### src/rtl/packet_pkg.sv
// rtl/packet_pkg.sv - shared state encoding, constants and byte-enable helpers for the packet sink
package packet_pkg;

   typedef enum logic {
      IDLE   = 1'b0,
      IN_PKT = 1'b1
   } state_t;

   localparam int          BYTES_PER_WORD = 8;
   localparam logic [15:0] ETH_TYPE_VLAN  = 16'h8100;

   function automatic logic [3:0] be_popcount(input logic [7:0] be);
      logic [3:0] n;
      n = 4'd0;
      for (int i = 0; i < 8; i++) begin
         n = n + {3'b000, be[i]};
      end
      return n;
   endfunction

   // Legal tail masks fill from byte 0 (bit 7) downward with no holes.
   function automatic logic be_is_contiguous(input logic [7:0] be);
      logic [7:0] inv;
      inv = ~be;
      return be[7] && ((inv & (inv + 8'd1)) == 8'd0);
   endfunction

endpackage

### src/rtl/modport_sink_len.sv
// rtl/modport_sink_len.sv - beat index counter and saturating packet byte length
module modport_sink_len
   import packet_pkg::*;
(
   input  logic        clk,
   input  logic        rst_n,
   input  logic        i_start,
   input  logic        i_accum,
   input  logic [7:0]  i_be,
   output logic [15:0] o_beat_idx,
   output logic [15:0] o_len
);

   logic [15:0] r_beats;
   logic [19:0] w_len_full;

   assign o_beat_idx = i_start ? 16'd0 : r_beats;
   assign w_len_full = 20'(o_beat_idx) * 20'(BYTES_PER_WORD) + 20'(be_popcount(i_be));
   assign o_len      = (w_len_full > 20'h0FFFF) ? 16'hFFFF : w_len_full[15:0];

   always_ff @(posedge clk or negedge rst_n) begin
      if (!rst_n) begin
         r_beats <= 16'd0;
      end else if (i_start) begin
         r_beats <= 16'd1;
      end else if (i_accum && (r_beats != 16'hFFFF)) begin
         r_beats <= r_beats + 16'd1;
      end
   end

endmodule

### src/rtl/modport_sink.sv
// rtl/modport_sink.sv - Ethernet header dissector on a 64-bit packet stream; VLAN_PARSE_EN adds 802.1Q parsing
module modport_sink
   import packet_pkg::*;
#(
   parameter int MIN_LEN = 14,
   parameter int CNT_W   = 32
) (
   input  logic             clk,
   input  logic             rst_n,
   input  logic             valid,
   input  logic [63:0]      data,
   input  logic [7:0]       byte_enable,
   input  logic             sop,
   input  logic             eop,
   output logic             hdr_valid,
   output logic [47:0]      dst_mac,
   output logic [47:0]      src_mac,
   output logic [15:0]      ethertype,
   output logic [15:0]      pkt_len,
   output logic             err_runt,
   output logic             err_proto,
`ifdef VLAN_PARSE_EN
   output logic [15:0]      vlan_tci,
`endif
   output logic [CNT_W-1:0] pkt_count
);

   localparam logic [15:0] RUNT_STD = 16'(MIN_LEN);

   state_t      r_state, w_next_state;
   logic        w_start, w_cont, w_stray, w_final, w_proto, w_runt;
   logic [63:0] w_be_mask, w_dm;
   logic [15:0] w_beat_idx, w_len, w_type_out;
   logic [47:0] r_dst, r_src, w_dst_n, w_src_n;
   logic [15:0] r_b1213, w_b1213_n;
`ifdef VLAN_PARSE_EN
   localparam logic [15:0] RUNT_VLAN = 16'(MIN_LEN + 4);
   logic [15:0] r_tci, r_et2, w_tci_n, w_et2_n;
   logic        w_tagged;
`endif

   always_comb begin
      w_next_state = r_state;
      w_start      = valid && sop;
      w_cont       = valid && !sop && (r_state == IN_PKT);
      w_stray      = valid && !sop && (r_state == IDLE);
      w_final      = (w_start || w_cont) && eop;
      if (w_start && !eop) begin
         w_next_state = IN_PKT;
      end else if (w_final) begin
         w_next_state = IDLE;
      end
      w_proto = w_stray || (w_start && (r_state == IN_PKT)) ||
                ((w_start || w_cont) &&
                 (eop ? !be_is_contiguous(byte_enable) : (byte_enable != 8'hFF)));
   end

   always_ff @(posedge clk or negedge rst_n) begin
      if (!rst_n) r_state <= IDLE;
      else        r_state <= w_next_state;
   end

   modport_sink_len u_len (
      .clk        (clk),
      .rst_n      (rst_n),
      .i_start    (w_start),
      .i_accum    (w_cont),
      .i_be       (byte_enable),
      .o_beat_idx (w_beat_idx),
      .o_len      (w_len)
   );

   // Disabled byte lanes are zeroed so bytes never received read as 0.
   always_comb begin
      w_be_mask = '0;
      for (int i = 0; i < 8; i++) begin
         w_be_mask[8*i +: 8] = {8{byte_enable[i]}};
      end
      w_dm = data & w_be_mask;
   end

   always_comb begin
      w_dst_n   = w_start ? 48'd0 : r_dst;
      w_src_n   = w_start ? 48'd0 : r_src;
      w_b1213_n = w_start ? 16'd0 : r_b1213;
`ifdef VLAN_PARSE_EN
      w_tci_n   = w_start ? 16'd0 : r_tci;
      w_et2_n   = w_start ? 16'd0 : r_et2;
`endif
      if (w_start || w_cont) begin
         case (w_beat_idx)
            16'd0: begin
               w_dst_n         = w_dm[63:16];
               w_src_n[47:32]  = w_dm[15:0];
            end
            16'd1: begin
               w_src_n[31:0]   = w_dm[63:32];
               w_b1213_n       = w_dm[31:16];
`ifdef VLAN_PARSE_EN
               w_tci_n         = w_dm[15:0];
`endif
            end
`ifdef VLAN_PARSE_EN
            16'd2: w_et2_n     = w_dm[63:48];
`endif
            default: ;
         endcase
      end
`ifdef VLAN_PARSE_EN
      w_tagged   = (w_b1213_n == ETH_TYPE_VLAN);
      w_type_out = w_tagged ? w_et2_n : w_b1213_n;
      w_runt     = w_len < (w_tagged ? RUNT_VLAN : RUNT_STD);
`else
      w_type_out = w_b1213_n;
      w_runt     = w_len < RUNT_STD;
`endif
   end

   always_ff @(posedge clk or negedge rst_n) begin
      if (!rst_n) begin
         r_dst     <= '0;
         r_src     <= '0;
         r_b1213   <= '0;
`ifdef VLAN_PARSE_EN
         r_tci     <= '0;
         r_et2     <= '0;
`endif
      end else if (w_start || w_cont) begin
         r_dst     <= w_dst_n;
         r_src     <= w_src_n;
         r_b1213   <= w_b1213_n;
`ifdef VLAN_PARSE_EN
         r_tci     <= w_tci_n;
         r_et2     <= w_et2_n;
`endif
      end
   end

   // Result fields hold until the next finalized packet.
   always_ff @(posedge clk or negedge rst_n) begin
      if (!rst_n) begin
         hdr_valid <= 1'b0;
         err_proto <= 1'b0;
         dst_mac   <= '0;
         src_mac   <= '0;
         ethertype <= '0;
         pkt_len   <= '0;
         err_runt  <= 1'b0;
         pkt_count <= '0;
`ifdef VLAN_PARSE_EN
         vlan_tci  <= '0;
`endif
      end else begin
         hdr_valid <= w_final;
         err_proto <= w_proto;
         if (w_final) begin
            dst_mac   <= w_dst_n;
            src_mac   <= w_src_n;
            ethertype <= w_type_out;
            pkt_len   <= w_len;
            err_runt  <= w_runt;
            pkt_count <= pkt_count + CNT_W'(1);
`ifdef VLAN_PARSE_EN
            vlan_tci  <= w_tagged ? w_tci_n : 16'd0;
`endif
         end
      end
   end

endmodule

### config.mk
export PLATFORM = sky130hd
export DESIGN_NAME = modport_sink
export DESIGN_NICKNAME = d
export VERILOG_FILES = /design/src/rtl/packet_pkg.sv /design/src/rtl/modport_sink_len.sv /design/src/rtl/modport_sink.sv
export SDC_FILE = /design/constraint.sdc
export NUM_CORES = 1
export LEC_CHECK = 0
export ABC_CLOCK_PERIOD_IN_PS = 6020
export BUFFER_PORTS_ARGS = -buffer_cell sky130_fd_sc_hd__clkbuf_2
export CORE_MARGIN = 2
export CORE_UTILIZATION = 60
export DETAILED_ROUTE_END_ITERATION = 10
export PLACE_DENSITY = 0.86
export SYNTH_ARGS = -nofsm -noshare
export SYNTH_HDL_FRONTEND = slang
export SYNTH_SLANG_ARGS = --single-unit
### constraint.sdc
create_clock -name clk -period 6.02 [get_ports clk]
set_input_delay 0.903 -clock clk [delete_from_list [all_inputs] [get_ports clk]]
set_output_delay 0.903 -clock clk [all_outputs]
set_load 0.02 [all_outputs]
==> summary.md, run 1 <==
| Metric | Value |
|---|---|
| Endpoint arrival time on the critical path | 5.24 ns |
| Power per cell area | approximately 360 mW/mm^2 |
| Shortest clock period the worst path allows after layout | around 4.8 ns |
| Combined area of the multi-input logic cells | about 0.0048 sq mm |
| Kind of cell adding the most delay to the critical path | adder cells |
| Top cell type by total area after synthesis | dfrtp_1 |
| Top-level I/O count | 240 |
| Average vias per placed instance | between 6 and 7 |
| Worst reg2reg setup slack | 2.98 ns |
| Part of the total power dissipated in combinational logic | 0.195 |
| Max_cap viols | 0 |
| Count of nets after finishing | ~1,500 |
| Number of distinct library cells after synthesis | 55 |
| Main flop type after synthesis | dfrtp_1 |
| Result of the run | finished clean |
| Type of element launching the critical path | primary input |
| Worst path bufs/invs | 3 |
| Core box area | 0.02036 sq mm |
| RSZ-0062 raised after global routing | no |
| Most frequent CP cell | fa_1 |
| Switching Share | 0.3086 |
| Maximum VDD drop | between 0.2 and 0.3 mV |
| Ant. Diodes | 0 |
| Sum of overflow across all layers after global routing | 0 |
| Largest net degree at the start of global routing | about 140 |
| Number of antenna-violating nets in the routed design | 0 |
| Area taken by flip-flops and latches | 0.007307 sq mm |
| Die outline height | roughly 150 um |
| Cell area after technology mapping | between 0.01 and 0.015 sq mm |
| Worst hold path type | in2async |
| Hold_buf cts | 0 |
| Count of mapped cells out of synthesis | between 1,000 and 1,500 |
| Sequential fraction of the synthesis area | 0.5817 |
| Standby leakage power | around 7.3 nW |
| Critical Path Fanout Max | 10 |
| Root buffer cell | clkbuf_16 |
| Endpoint of the worst register-to-register path | ethertype[15]$_DFFE_PN0P_ |
| DRT Wirelength | ~32,000 um |
| Initial antenna violation count | 0 |
| Clock latency on the worst-skew pair | ~0.55 ns |
| Internal | between 0.003 and 0.004 W |
| Resized cells post-CTS | 0 |
| Endpoint type of the worst setup path | flip-flop |
| Row count | between 50 and 60 |
| Clock-pin slew of the registers on the worst-case setup and hold paths | 0.06 ns |
| Share of the synthesized area in the top cell type | 0.5817 |
| Setup WS pre-CTS | around 0.74 ns |
| Slew at the pin with the worst max-slew slack | 1.085 ns |
| Clk pwr share | 0.346 |
| Proportion of layout cells with a drive suffix above 1 | 0.2136 |
| Post-synth EDFFs | 0 |
| GRT Total Usage | 0.2858 |
| Maximum level of the CTS H-tree | 1 |
| Library cell contributing the largest single delay on the critical path | or4_4 |
| Number of violations reported at the end of detailed-routing iteration 0 | between 800 and 900 |
| Starting Density | 0.6168 |
| Sequential fraction of design power | 0.459 |
| Detailed Place HPWL | between 20,000 and 25,000 um |
| Filler cells | ~1,500 |
| Fin crit share | 0.7980 |
| TritonCTS clock tree | yes |
| Reg2Reg Launch Point | r_state$_DFFE_PN0P_ |
| Area of the die | around 0.022 sq mm |
| Area overhead of the layout relative to synthesis | 17.35% |
| Via Count | between 10,000 and 15,000 |
| Final hold vios | 0 |
| I/O Buffers | 239 |
| Highest cell delay on the worst timing path | between 0.5 and 0.6 ns |
| Routed WL per cell | ~18 um |
| Crit Path Class | in2reg |
| Maximum clock frequency | around 210 MHz |
| DR DRC count | 0 |
| Mean cell area of the mapped netlist | slightly below 10 sq um |
| Synth Warn # | 0 |
| Final Util | 0.7238 |
| Top cell types by occurrence after synthesis | dfrtp_1 (292), nand2_1 (154), nor2_1 (149) |
| Setup Fix Bufs, Post-CTS | 0 |
| Switching power total | around 0.0016 W |
| Area of all placed cells without fillers | 0.01474 sq mm |
| Number of global-route vias before repair | between 10,000 and 15,000 |
| Worst-case clock skew | approximately 0.016 ns |
| Router iterations before antenna repair | 6 |
| Max-Slew Margin vs Limit | 0.2769 |
| Horizontal die dimension | ~150 um |
| Area after detailed placement | about 0.014 sq mm |
| Most instantiated library cell after synthesis | dfrtp_1 |
| Final worst slack | approximately 1.2 ns |
| Cells traversed along the worst timing path | clkbuf_2 -> inv_1 -> ha_1 -> inv_1 -> fa_1 -> fa_1 -> fa_1 -> nor2b_1 -> o21a_1 -> ha_1 -> nand3_2 -> or4_4 -> a221oi_4 -> a31oi_1 -> o41ai_1 |
| Number of buffers on the longest clock path | 3 |
| Last weighted congestion value of the routability-driven placer | 0.8800 |
| Post-synthesis sequential element count | 292 |
| Clk sink count | around 290 |
| TritonCTS buffer count | 29 |
| Max Transition Viols Final | 0 |
| First-pass GRT wire length | ~51,000 um |
| Dominant cells by area after synthesis | dfrtp_1 (58%), a31oi_1 (6.1%), o21ai_0 (4.6%) |
| Logic depth of the worst register-to-register path | 6 |
| Number of nets in the synthesized netlist | 1,354 |
| Total negative setup slack | 0 ns |
| Total setup violations reported at the end of the flow | 0 |
| Share of flip-flops with an asynchronous set or reset | 1.000 |
| Worst endpoint required time | roughly 6.5 ns |
==> power groups by stage <==
stage	registers [W]	clock network, W	logic, W
floorplan	0.00263	0	0.000405
global placement	0.00243	0	0.000999
detailed placement	0.00244	0	0.00103
CTS	0.00241	0.00184	0.00104
global route	0.00244	0.00194	0.00113
finish	0.00242	0.00182	0.00103
==> worst reg2reg max path, stage by stage, from the launching register on <==
cell and delay (ns):
dfrtp_1 0.55, o211ai_2 0.11, buf_4 0.26, inv_6 0.68, buf_4 1.00, nor2_1 0.17
a31oi_1 0.20
==> cell type report <==
cell class | instances | area share
flip-flops and latches | 292 | 0.4957
multi-input cells | 847 | 0.3235
clock inverters | 5 | 0.005772
clock buffers | 46 | 0.05967
repair buffers | 249 | 0.08777
inverters | 17 | 0.004669
well taps | 270 | 0.02292
==> metrics by stage <==
step	total power [W]	instances	hold WS, ns
2_1_floorplan	0.003037	1264	0.4539
3_3_place_gp	0.003432	1675	0.4600
3_5_place_dp	0.003476	1675	0.4705
4_1_cts	0.005294	1726	0.3852
5_1_grt	0.005508	1726	0.4086
6_report	0.005271	1726	0.3613
==> cell usage in the layout (no fill, tap or decap), types with 3 or more instances in the layout <==
cell	instances
a31oi_1	120
clkbuf_1	8
nand2b_1	4
dfrtp_1	292
o211ai_1	3
o21a_1	3
o31ai_1	3
inv_1	15
xnor2_1	32
clkbuf_2	238
or4_1	4
ha_1	9
a21oi_1	6
o2111ai_1	5
mux2_2	4
nand4_1	77
nand3_1	56
clkbuf_8	9
fa_1	4
buf_4	9
o21ai_0	116
nor3_1	11
nor4_1	7
a21o_1	8
xor2_1	22
and3_1	7
nand2_1	154
inv_6	3
nor2_1	149
clkbuf_16	29
a311oi_1	7
and4_1	3
or3_1	3
==> sequential cells by signal (all words and copies together) (netlist names), 16 cells and up <==
register       flops
u_len.r_beats     16
src_mac           48
r_b1213           16
pkt_count         32
r_src             48
dst_mac           48
pkt_len           16
ethertype         16
r_dst             48
==> routing by layer <==
metal | share of wire | GRT usage | vias up | wire, um
met2 | 0.48 | 0.4618 | 524 | 15260
met1 | 0.41 | 0.4036 | 5233 | 12900
met5 | 0 | 0 | - | 0
li1 | - | - | 4833 | -
met3 | 0.083 | 0.04479 | 77 | 2638
met4 | 0.028 | 0.09238 | 0 | 882
==> cell families after synthesis <==
logic type               after synthesis  share of synthesized area
flip-flops                           292                     0.5817
AND/OR/NAND/NOR                      485                     0.1781
adder cells (fa/ha/maj)               13                    0.01534
AO/OA/AOI/OAI                        289                     0.1409
buffers and inverters                125                    0.04114
multiplexers                           6                   0.005180
XOR/XNOR                              54                    0.03765
==> how the worst max path moves through the flow <==
stage | from | slack (ns) | endpoint | cells after the start
finish | byte_enable[1] | 1.22 | err_runt$_DFFE_PN0P_ | 15
global route | byte_enable[1] | 0.92 | err_runt$_DFFE_PN0P_ | 15
CTS | byte_enable[1] | 1.30 | err_runt$_DFFE_PN0P_ | 15
detailed placement | byte_enable[1] | 0.74 | err_runt$_DFFE_PN0P_ | 15
global placement | byte_enable[1] | 0.83 | err_runt$_DFFE_PN0P_ | 15
floorplan | byte_enable[1] | 1.08 | err_runt$_DFFE_PN0P_ | 15
No activity file was read; power rests on OpenSTA's default activity.
==> inputs of run 2 (changes only) <==
Settings changed: ABC_CLOCK_PERIOD_IN_PS 6020 to 4700, CORE_UTILIZATION 60 to 55, PLACE_DENSITY 0.86 to 0.79.
Clock period 6.02 ns to 4.7 ns, I/O delays scaled along.
==> run 2 against run 1 <==
Effect of this change: critical path depth is 1 higher; final cell count is 2.1% higher; via count is 1.5% lower; flip-flop and latch count stayed put; clock skew hardly changed; clock-buffer cell count stayed put; power is 30% higher; largest power group unchanged; highest routed layer unchanged.
==> summary.md, run 2 (synthesis gave the netlist of run 1 again) <==
| Metric | Value |
|---|---|
| Result of the run | finished clean |
| RSZ-0062 raised after global routing | no |
| Filler cells | 1,773 |
| Routed WL per cell | 18.44 um |
| Initial antenna violation count | 2 |
| Number of global-route vias before repair | 10,250 |
| Starting Density | 0.5582 |
| First-pass GRT wire length | ~53,000 um |
| Type of element launching the critical path | primary input |
| Area of the die | around 0.024 sq mm |
| Leading cell type in the layout, fill and taps excluded | dfrtp_1 |
| Max-Slew Margin vs Limit | 0.2465 |
| Worst-case clock skew | ~0.016 ns |
| Max Transition Viols Final | 0 |
| Root buffer cell | clkbuf_16 |
| Area of all placed cells without fillers | roughly 0.015 sq mm |
| Worst hold path type | in2async |
| Detailed Place HPWL | ~21,000 um |
| Endpoint of the worst register-to-register path | dst_mac[16]$_DFFE_PN0P_ |
| Overall power consumption | between 0.006 and 0.007 W |
| Proportion of layout cells with a drive suffix above 1 | 0.2249 |
| I/O Buffers | 239 |
| Final hold vios | 0 |
| Last weighted congestion value of the routability-driven placer | approximately 0.89 |
| Top-level I/O count | 240 |
| Area after detailed placement | between 0.01 and 0.015 sq mm |
| Worst reg2reg setup slack | around 1.7 ns |
| Via Count | ~11,000 |
| Horizontal die dimension | roughly 160 um |
| Crit Path Class | in2reg |
| DR DRC count | 0 |
| Maximum clock frequency | 243.1 MHz |
| Clk sink count | 292 |
| Worst hold-check slack | 0.1462 ns |
| Resized cells post-CTS | 0 |
| Worst endpoint required time | about 5.1 ns |
| Count of nets after finishing | ~1,500 |
| Max_cap viols | 0 |
| Logic depth of the worst register-to-register path | 6 |
| Power per cell area | ~460 mW/mm^2 |
| GRT Total Usage | 0.2688 |
| TritonCTS buffer count | 30 |
| TritonCTS clock tree | yes |
| Standby leakage power | ~7.4 nW |
| Sum of overflow across all layers after global routing | 0 |
| Router iterations before antenna repair | 7 |
| Area overhead of the layout relative to synthesis | 19.01% |
| Row count | 55 |
| Hold_buf cts | 0 |
| Endpoint arrival time on the critical path | 4.55 ns |
| Core box area | 0.02250 sq mm |
| DRT Wirelength | 32,500 um |
| Highest-count cells in the layout ignoring fill and taps | dfrtp_1 (292), clkbuf_2 (238), nand2_1 (154), nor2_1 (149), a31oi_1 (120) |
| Maximum level of the CTS H-tree | 1 |
| Die outline height | between 150 and 200 um |
| Clock latency on the worst-skew pair | roughly 0.55 ns |
| Fin crit share | 0.8752 |
| Number of violations reported at the end of detailed-routing iteration 0 | ~900 |
| Largest net degree at the start of global routing | around 110 |
| Number of buffers on the longest clock path | 3 |
| Average vias per placed instance | 5.957 |
| Maximum VDD drop | 0.3041 mV |
| Reg2Reg Launch Point | u_len.r_beats[2]$_DFFE_PN0P_ |
| Endpoint type of the worst setup path | flip-flop |
| Critical Path Fanout Max | 5 |
| Slew at the pin with the worst max-slew slack | 1.130 ns |
| Clock-pin slew of the registers on the worst-case setup and hold paths | 0.06 ns |
| Total setup violations reported at the end of the flow | 0 |
| Shortest clock period the worst path allows after layout | 4.114 ns |
| Total negative setup slack | 0 ns |
| Setup Fix Bufs, Post-CTS | 0 |
| Number of antenna-violating nets in the routed design | 0 |
-- run 2: through the flow --
stage,utilization,setup slack (ns),instances
floorplan,-,0.04576,1264
global route,0.6643,0.3867,1763
global placement,0.6189,0.2098,1706
CTS,0.6641,0.5775,1761
detailed placement,0.6189,0.001118,1706
finish,0.6643,0.5865,1763
-- run 2: critical path, cell delays in order --
cell       delay [ns]
clkbuf_2         0.10
inv_1            0.09
ha_1             0.29
inv_1            0.05
fa_1             0.49
fa_1             0.43
fa_1             0.42
nor2b_1          0.13
o21a_1           0.15
ha_1             0.23
nand4_1          0.21
buf_4            0.23
or4_1            0.46
o31ai_1          0.09
o2bb2ai_1        0.13
o41ai_1          0.33
-- run 2: per-layer routing --
metal / part of all wire / global-route usage / vias to the layer above
met3: 0.077 / 0.06045 / 75
met2: 0.46 / 0.4203 / 420
li1: - / - / 4866
met1: 0.43 / 0.3724 / 5141
met5: 0 / 0 / -
met4: 0.035 / 0.09921 / 0
-- run 2: worst max-delay path by stage --
stage / startpoint / end / slack (ns) / cells past startpoint
2_1_floorplan: byte_enable[1] / err_runt$_DFFE_PN0P_ / 0.05 / 15
3_3_place_gp: byte_enable[0] / err_runt$_DFFE_PN0P_ / 0.21 / 15
3_5_place_dp: byte_enable[0] / err_runt$_DFFE_PN0P_ / 0.001 / 15
4_1_cts: byte_enable[0] / err_runt$_DFFE_PN0P_ / 0.58 / 15
5_1_grt: byte_enable[0] / err_runt$_DFFE_PN0P_ / 0.39 / 16
6_report: byte_enable[0] / err_runt$_DFFE_PN0P_ / 0.59 / 16
-- run 2: layout make-up --
| type | count | area, sq um | area share |
|---|---|---|---|
| sequential | 292 | 7307 | 0.4888 |
| multi-input combinational | 847 | 4768 | 0.3190 |
| timing repair buffer | 265 | 1426 | 0.09542 |
| clock buffer | 46 | 912.1 | 0.06102 |
| tap | 285 | 356.6 | 0.02386 |
| clock inverter | 9 | 103.9 | 0.006947 |
| inverter | 17 | 68.82 | 0.004604 |
| antenna | 2 | 5.005 | 0.0003348 |
-- run 2: report_power, final --
group | leakage [nW] | switching [W] | internal [W] | total [W]
sequential | 3.71 | 0.000210 | 0.00287 | 0.00308
clock | 0.496 | 0.000977 | 0.00144 | 0.00242
combinational | 3.20 | 0.000918 | 0.000424 | 0.00134
==> inputs of run 3 (changes only) <==
Settings changed: CORE_ASPECT_RATIO from default to 0.6, SKIP_CTS_REPAIR_TIMING from default to 1.
==> run 3 against run 2 <==
Effect of this change: clock power is 9.9% lower; hold slack gained 0.079 ns; power is 3.3% lower; final cell count rose by 0.85%; combinational power about the same; critical path depth unchanged; die area grew 0.17%; largest cell class unchanged; routed wire length grew 2.7%; flip-flop and latch count did not move; non-clock buffer count down 1; critical endpoint unchanged; highest routed layer is now met5; fmax decreased by 0.11%; global-route usage rose by 0.95 points.
==> summary.md, run 3 (synthesis gave the netlist of run 1 again) <==
| Metric | Value |
|---|---|
| Initial antenna violation count | 2 |
| Leading cell type in the layout, fill and taps excluded | dfrtp_1 |
| Max-Slew Margin vs Limit | 0.2743 |
| Root buffer cell | clkbuf_16 |
| # placed instances | between 1,500 and 2,000 |
| Area of the die | roughly 0.024 sq mm |
| TritonCTS clock tree | yes |
| Final worst slack | 0.5820 ns |
| Endpoint arrival time on the critical path | between 4 and 5 ns |
| Routed WL per cell | 18.77 um |
| Result of the run | finished clean |
| Clock-pin slew of the registers on the worst-case setup and hold paths | approximately 0.06 ns |
| Total negative setup slack | 0 ns |
| Filler cells | approximately 1,800 |
| Number of violations reported at the end of detailed-routing iteration 0 | just under 1,000 |
| Standby leakage power | 7.342 nW |
| Highest-count cells in the layout ignoring fill and taps | dfrtp_1 (292), clkbuf_2 (238), nand2_1 (154), nor2_1 (149), a31oi_1 (120) |
| Shortest clock period the worst path allows after layout | ~4.1 ns |
| RSZ-0062 raised after global routing | no |
| Worst hold-check slack | 0.2252 ns |
| Number of buffers on the longest clock path | 3 |
| Maximum clock frequency | ~240 MHz |
| Type of element launching the critical path | primary input |
| Max Transition Viols Final | 0 |
| Total setup violations reported at the end of the flow | 0 |
| Horizontal die dimension | 199.1 um |
| DRT Wirelength | 33,370 um |
| Starting Density | 0.5651 |
| GRT Total Usage | 0.2783 |
| Count of nets after finishing | around 1,500 |
| First-pass GRT wire length | between 50,000 and 60,000 um |
| TritonCTS buffer count | 27 |
| Worst endpoint required time | between 5 and 6 ns |
| Worst hold path type | in2async |
| Top-level I/O count | 240 |
| Proportion of layout cells with a drive suffix above 1 | 0.2209 |
| Maximum level of the CTS H-tree | 1 |
| Slew at the pin with the worst max-slew slack | roughly 1.1 ns |
| Critical Path Fanout Max | 5 |
| Detailed Place HPWL | roughly 22,000 um |
| Final Util | 0.6673 |
| Row count | 42 |
| Max_cap viols | 0 |
| Worst-case clock skew | 0.02660 ns |
| Average vias per placed instance | 5.938 |
| Crit Path Class | in2reg |
| Endpoint type of the worst setup path | flip-flop |
| Number of global-route vias before repair | approximately 9,700 |
| Maximum VDD drop | between 0.3 and 0.4 mV |
| Last weighted congestion value of the routability-driven placer | ~0.97 |
| Core box area | 0.02223 sq mm |
| Via Count | ~11,000 |
| Power per cell area | about 450 mW/mm^2 |
| I/O Buffers | approximately 240 |
| Sum of overflow across all layers after global routing | 0 |
| Setup WS pre-CTS | approximately 0.074 ns |
| Largest net degree at the start of global routing | between 150 and 200 |
| Final hold vios | 0 |
| Clock latency on the worst-skew pair | ~0.55 ns |
| DR DRC count | 0 |
| Router iterations before antenna repair | 7 |
| Number of antenna-violating nets in the routed design | 0 |
| Final Instance Count excl. Fillers | between 1,500 and 2,000 |
| Fin crit share | 0.8762 |
| Die outline height | 121.1 um |
| Clk sink count | around 300 |
| Area overhead of the layout relative to synthesis | 18.09% |
[run 3: final timing paths]
| kind | end | slack (ns) | startpoint | depth (start not counted) |
|---|---|---|---|---|
| hold / removal | pkt_len[9]$_DFFE_PN0P_ | 0.23 | rst_n | 1 |
| hold reg to reg | pkt_count[31]$_DFFE_PN0P_ | 0.47 | pkt_count[31]$_DFFE_PN0P_ | 1 |
| setup / recovery | err_runt$_DFFE_PN0P_ | 0.58 | byte_enable[0] | 16 |
| max in group asynchronous | src_mac[36]$_DFFE_PN0P_ | 3.39 | rst_n | 2 |
| min in group clk | r_state$_DFFE_PN0P_ | 0.42 | eop | 2 |
| setup reg to reg | dst_mac[6]$_DFFE_PN0P_ | 1.64 | u_len.r_beats[2]$_DFFE_PN0P_ | 6 |
[run 3: final cells by class]
type	count	area (sq um)	share of cell area
diodes	3	7.507	0.0005061
clock buffers	35	725.7	0.04892
clock inverters	12	138.9	0.009363
inverters	17	68.82	0.004639
multi-input cells	847	4768	0.3215
flip-flops and latches	292	7307	0.4926
well taps	308	385.4	0.02598
repair buffers	264	1431	0.09650
[run 3: critical path, stage by stage]
cell	delay (ns)
clkbuf_2	0.10
inv_1	0.05
ha_1	0.28
inv_1	0.10
fa_1	0.43
fa_1	0.46
fa_1	0.43
nor2b_1	0.13
o21a_1	0.16
ha_1	0.24
nand4_1	0.20
buf_4	0.23
or4_1	0.46
o31ai_1	0.08
o2bb2ai_1	0.11
o41ai_1	0.35
[run 3: layer usage]
metal	wire length, um	up-vias	global-route usage	share of wire
li1	-	4862	-	-
met1	15070	5156	0.4220	0.45
met2	14060	480	0.3935	0.42
met3	3441	58	0.07893	0.10
met4	794	2	0.06996	0.024
met5	13	-	0	0.00039
[run 3: power breakdown]
group | internal [W] | switching, W | total [W]
registers | 0.00286 | 0.000204 | 0.00307
clock network | 0.00125 | 0.000931 | 0.00218
logic | 0.000426 | 0.000935 | 0.00136
total | 0.00454 | 0.00207 | 0.00661
[run 3: metrics by stage]
stage	area, sq um	power (W)
6_report	14830	0.006612
5_1_grt	14830	0.006923
4_1_cts	14830	0.006652
3_5_place_dp	13960	0.004471
3_3_place_gp	13960	0.004429
2_1_floorplan	12560	0.003891
